[src/rtl/serial_max_fsm.sv]
// serial_max_fsm: bit-serial unsigned comparator that streams max(A,B), MSB first
// Ports: clk, reset (sync, active-low), ai/bi serial operand bits,
//        [minsel when FSM_MIN_SEL_EN is defined: 1 selects min(A,B)],
//        out (Mealy output bit), debugstate (registered state: 00 EQ, 01 AGT, 10 BGT).
// Optional feature macro: FSM_MIN_SEL_EN
module serial_max_fsm (
  input  logic       clk,
  input  logic       reset,
  input  logic       ai,
  input  logic       bi,
`ifdef FSM_MIN_SEL_EN
  input  logic       minsel,
`endif
  output logic       out,
  output logic [1:0] debugstate
);
  typedef enum logic [1:0] {EQ = 2'b00, AGT = 2'b01, BGT = 2'b10, ILL = 2'b11} state_t;
  state_t state, next_state;
  logic max_bit;
  always_ff @(posedge clk) begin
    if (!reset) state <= EQ;
    else state <= next_state;
  end
  // The first differing bit decides the winner; AGT/BGT then hold until reset.
  always_comb begin
    next_state = state;
    next_state = (state == ILL) ? EQ :
                 (state == EQ && ai != bi) ? (ai ? AGT : BGT) : state;
  end
  // In EQ the larger operand is the one carrying a 1, so OR gives its bit.
  always_comb begin
    max_bit = (state == AGT) ? ai : (state == BGT) ? bi : (ai | bi);
  end
`ifdef FSM_MIN_SEL_EN
  logic min_bit;
  always_comb begin
    min_bit = (state == AGT) ? bi : (state == BGT) ? ai : (ai & bi);
    out = !reset ? 1'b0 : minsel ? min_bit : max_bit;
  end
`else
  always_comb begin
    out = !reset ? 1'b0 : max_bit;
  end
`endif
  assign debugstate = state;
endmodule

[config.mk]
export PLATFORM = sky130hd
export DESIGN_NAME = serial_max_fsm
export DESIGN_NICKNAME = d
export VERILOG_FILES = /design/src/rtl/serial_max_fsm.sv
export SDC_FILE = /design/constraint.sdc
export NUM_CORES = 1
export LEC_CHECK = 0
export CAP_MARGIN = 20
export CORE_AREA = 4 4 41 43
export DETAILED_ROUTE_END_ITERATION = 10
export DIE_AREA = 0 0 45 47
export HOLD_SLACK_MARGIN = 0.06
export PLACE_DENSITY = 0.31
export SLEW_MARGIN = 20
export SYNTH_ARGS = -nofsm -noshare
export SYNTH_HDL_FRONTEND = slang
export SYNTH_SLANG_ARGS = --single-unit
[constraint.sdc]
create_clock -name clk -period 1 [get_ports clk]
set_clock_uncertainty 0.05 [all_clocks]
set_input_delay 0.15 -clock clk [delete_from_list [all_inputs] [get_ports clk]]
set_output_delay 0.15 -clock clk [all_outputs]
set_load 0.01 [all_outputs]
# Yosys cells after proc, flatten, opt, wreduce, memory -nomap -nowiden
# Index checks and enable logic that the tools add are counted.
[word_totals]
regBits = 2
in_bits = 4
mem_bits_ro = 0
latch_bits = 0
n_memories = 0
ramBits = 0
out_inout_bits = 3
elab_cells = 14
[classes]
n_reduce_logical = 3
n_mux = 4
div_mod_pow = 0
bitwise_logic = 2
mul = 0
n_eq_ne = 4
shifts = 0
magnitude_cmp = 0
add_sub_neg = 0
[ops]
columns = ["op", "n"]
rows = [
  ["$eq A2 B2 Y1 const B", 2],
  ["$mux W1", 3],
  ["$eq A2 B1 Y1 const B", 1],
  ["$logic_not A2 Y1", 1],
  ["$mux W2", 1],
  ["$reduce_or A2 Y1", 1],
  ["$logic_and A1 B1 Y1", 1],
  ["$ne A1 B1 Y1", 1],
  ["$not A1 Y1", 1],
  ["$or A1 B1 Y1", 1],
]

# Longest topological paths before layout
# Gate-level depths: netlist of run 1.
[depth]
depth_word = 4
mapped_depth = 5
depth_no_buf = 5

# Least setup slack after synthesis of run 1
# No wires, ideal clock.
[synth_path]
path_kind = "register -> output"
startpoint = "reg state[0] (netlist: debugstate[0])"
endpoint = "out out"
stages_incl_launch_ff = 3
t_required_ps = 800
path_slack_ps = -134
t_arrival_ps = 934
path_buffers = 0
path_cell_list = "dfxtp_1 -> mux2_4 -> o21ai_2"
[synth_via]
elab_chain_len = 4
elab_cells_between_ends = 5
cone_classes = "2 x eq/ne; 3 x mux"
[synth_rtl]
columns = ["element", "line", "source"]
rows = [
  ["start, declared", "18", "state_t state, next_state;"],
  ["start signal, assigned", "22", "else state <= next_state;"],
  ["$eq A2 B2 Y1", "32", "max_bit = (state == AGT) ? ai : (state == BGT) ? bi : (ai | bi);"],
  ["$mux W1", "32", ""],
  ["$mux W1 *", "32", ""],
  ["$mux W1 *", "42", "out = !reset ? 1'b0 : max_bit;"],
  ["end, declared", "14", "output logic out,"],
]
# Every way passes the cells marked *; elsewhere a longest branch is shown, timed or not.

# Final worst setup path of run 1
# Ends and elaborated chain as after synthesis.

==> summary.md, run 1 <==
| Metric | Value |
|---|---|
| Status | complete, but fails checks |
| Failing checks | setup timing |
| Routed wl met3 | 36 um |
| I/O Pins | 7 |
| Core Region | 1300 um2 |
| PwrDens | 1410 nW/um2 |
| Crit-path max cell delay | 350 ps |
| Input/output buffers | 6 |
| Syn-to-layout area delta | 132% |
| Min Tclk post-route | 1320 ps |
| Critical Path End Type | primary output |
| Synth top area share | 32.3% |
| Tcrit/Tclk final | 132% |
| Largest area contributor in the netlist | dfxtp_1 |
| Number of max-cap violations | 0 |
| Overflow after GRT | 0 |
| Drt wl/cell | 7.84 um |
| Clock tree buffer depth | 2 |
| Max reg flops | 2 |
| H-tree levels | 1 |
| 1st-pass router iterations | 1 |
| Top cells by area, synth | dfxtp_1, mux2_4, ha_1 |
| Largest net degree at the start of global routing | 5 |
| Global Route Usage Sum | 4.26% |
| Post-layout nets | 35 |
| DRC viols | 0 |
| Hold crit path type | in2reg |
| Cells after Synth | 14 |
| Vias in the first global route | 172 |
| RSZ-0062 raised after global routing | true |
| Vias | 152 |
| Worst rel slew slack | 80.6% |
| Crit-path leading delay family | flip-flops |
| Routability cong. | 0.637 |
| Die W | 45 um |
| 1st-iter DRT viols | 0 |
| P_leak | 0.129 nW |
| Worst skew pair latency | 230 ps |
| Starting density of the core | 9.52% |
| Post-synthesis area per instance | 8.85 um2 |
| Max Transition Viols Final | 0 |
| Die ar. | 2120 um2 |
| Layout cells sized above 1 | 55.2% |
| Inserted Diodes | 0 |
| Max FO, Critical Path | 4 |
| FMAX | 759 MHz |
| Hold Slack | 224 ps |
| Via/cell ratio | 3.45 |
| Post-DP HPWL | 285 um |
| First-pass GRT wire length | 607 um |
| Register area share after synthesis | 32.3% |
| Wl on met1 | 151 um |
| Final worst slack | -317 ps |
| Met2 wire length | 158 um |
| Synth Warn # | 0 |
| CP startpoint kind | flip-flop |
| Critical-path top delay cell | dfxtp_4 |
| Placed Cells | 39 |
| Cts hold-fix bufs | 0 |
| Worst-Margin Slew | 291 ps |
| Worst-path clk slew | 40 ps |
| Crit path cell chain | mux2_4 > o21ai_4 > buf_6 |
| Crit path arrival time | 1120 ps |
| Worst vdd ir | 469 uV |
| # setup viols final | 2 |
| Highest routed layer | met3 |
| Cell area after synthesis | 124 um2 |
| Fin cells | 44 |
| WL final | 345 um |
| Count of cell types in the netlist | 11 |
| Total Power | 405 uW |
| Antenna Nets Post-Route | 0 |
| FF+latch count, synth | 2 |
| Fin Setup TNS | -437 ps |
| Die span in y | 47 um |
| TritonCTS Buffers | 3 |
| Fin util | 22.1% |
| Syn Nets | 19 |
| CTS tree | yes |
| Root Driver | clkbuf_4 |
| CTS Sinks | 2 |
| Crit path buffers/inverters | 1 |
| Worst EP required | 800 ps |
| Setup CP Type | reg2out |
| Initial antenna violation count | 0 |
| Final Hold Fails | 0 |
| FP Rows | 13 |
## stage by stage
stage | cell area [um2] | setup slack (ps)
floorplan | 135 | -12.8
global placement | 244 | -1020
detailed placement | 244 | -1030
CTS | 280 | -336
global route | 288 | -353
finish | 288 | -317
## placed cells by master, fill, tap and decap left out, types with 2 or more instances in the layout
master and count:
clkbuf_4 3, a21oi_1 2, buf_4 4, buf_6 4, inv_1 2
## cell usage after synthesis
cell	n
nor2_1	1
nand2_1	1
o2111ai_1	1
a21oi_1	2
nor3b_1	1
inv_1	2
mux2_4	1
o21ai_2	1
dfxtp_1	2
ha_1	1
nand2b_1	1
## power by group
group	switching (mW)	internal (mW)	leakage [nW]	total (mW)
registers	0.00635	0.0885	0.0175	0.0949
logic	0.0429	0.0734	0.0964	0.116
clock network	0.0457	0.148	0.0150	0.194
## worst min-delay path, cell delays in order
cell and delay, ps:
clkdlybuf4s15_1 180, a21oi_1 70, nor2_1 60
## routing by layer
metal  up-vias  GRT usage (%)
met5         -              0
met1        66           4.52
met2         7           5.93
li1         79              -
met3         0           1.53
met4         0           5.26
## logic make-up after synthesis
kind of cell	Yosys count	synth area share, %
flops	2	32.3
mux	1	12.1
fa+ha+maj	1	10.1
buf+inv	2	6.06
simple gates	4	17.2
compound gates	4	22.2
## path summary, 6_finish.rpt
check	from	endpoint	slack [ps]	depth (start not counted)
hold reg to reg	debugstate[1]	debugstate[1]	590	3
setup / recovery	debugstate[0]	out	-320	3
setup reg to reg	debugstate[0]	debugstate[0]	80	4
hold / removal	ai	debugstate[0]	220	3
## final cells by class
class	count	area, um2
multi-input cells	10	86.3
fillers	144	1010
repair buffers	11	104
flip-flops and latches	2	45.0
clock buffers	4	26.3
well taps	15	18.8
inverters	2	7.51
## what timing repair did
action / CTS / global route
cloned: 0 / 0
buffers inserted: 1 / 0
endpoints found under the setup margin: 5 / 3
resized for setup: 19 / 2
Power figures use the tool's default switching activity.
==> run 2, diff against run 1 <==
--- a/config.mk
+++ b/config.mk
@@ -5,7 +5,6 @@
 export SDC_FILE = /design/constraint.sdc
 export NUM_CORES = 1
 export LEC_CHECK = 0
-export CAP_MARGIN = 20
 export CORE_AREA = 4 4 41 43
 export DETAILED_ROUTE_END_ITERATION = 10
 export DIE_AREA = 0 0 45 47
==> results of run 2 <==
No change in the layout: final DEF, timing and power equal those of run 1.
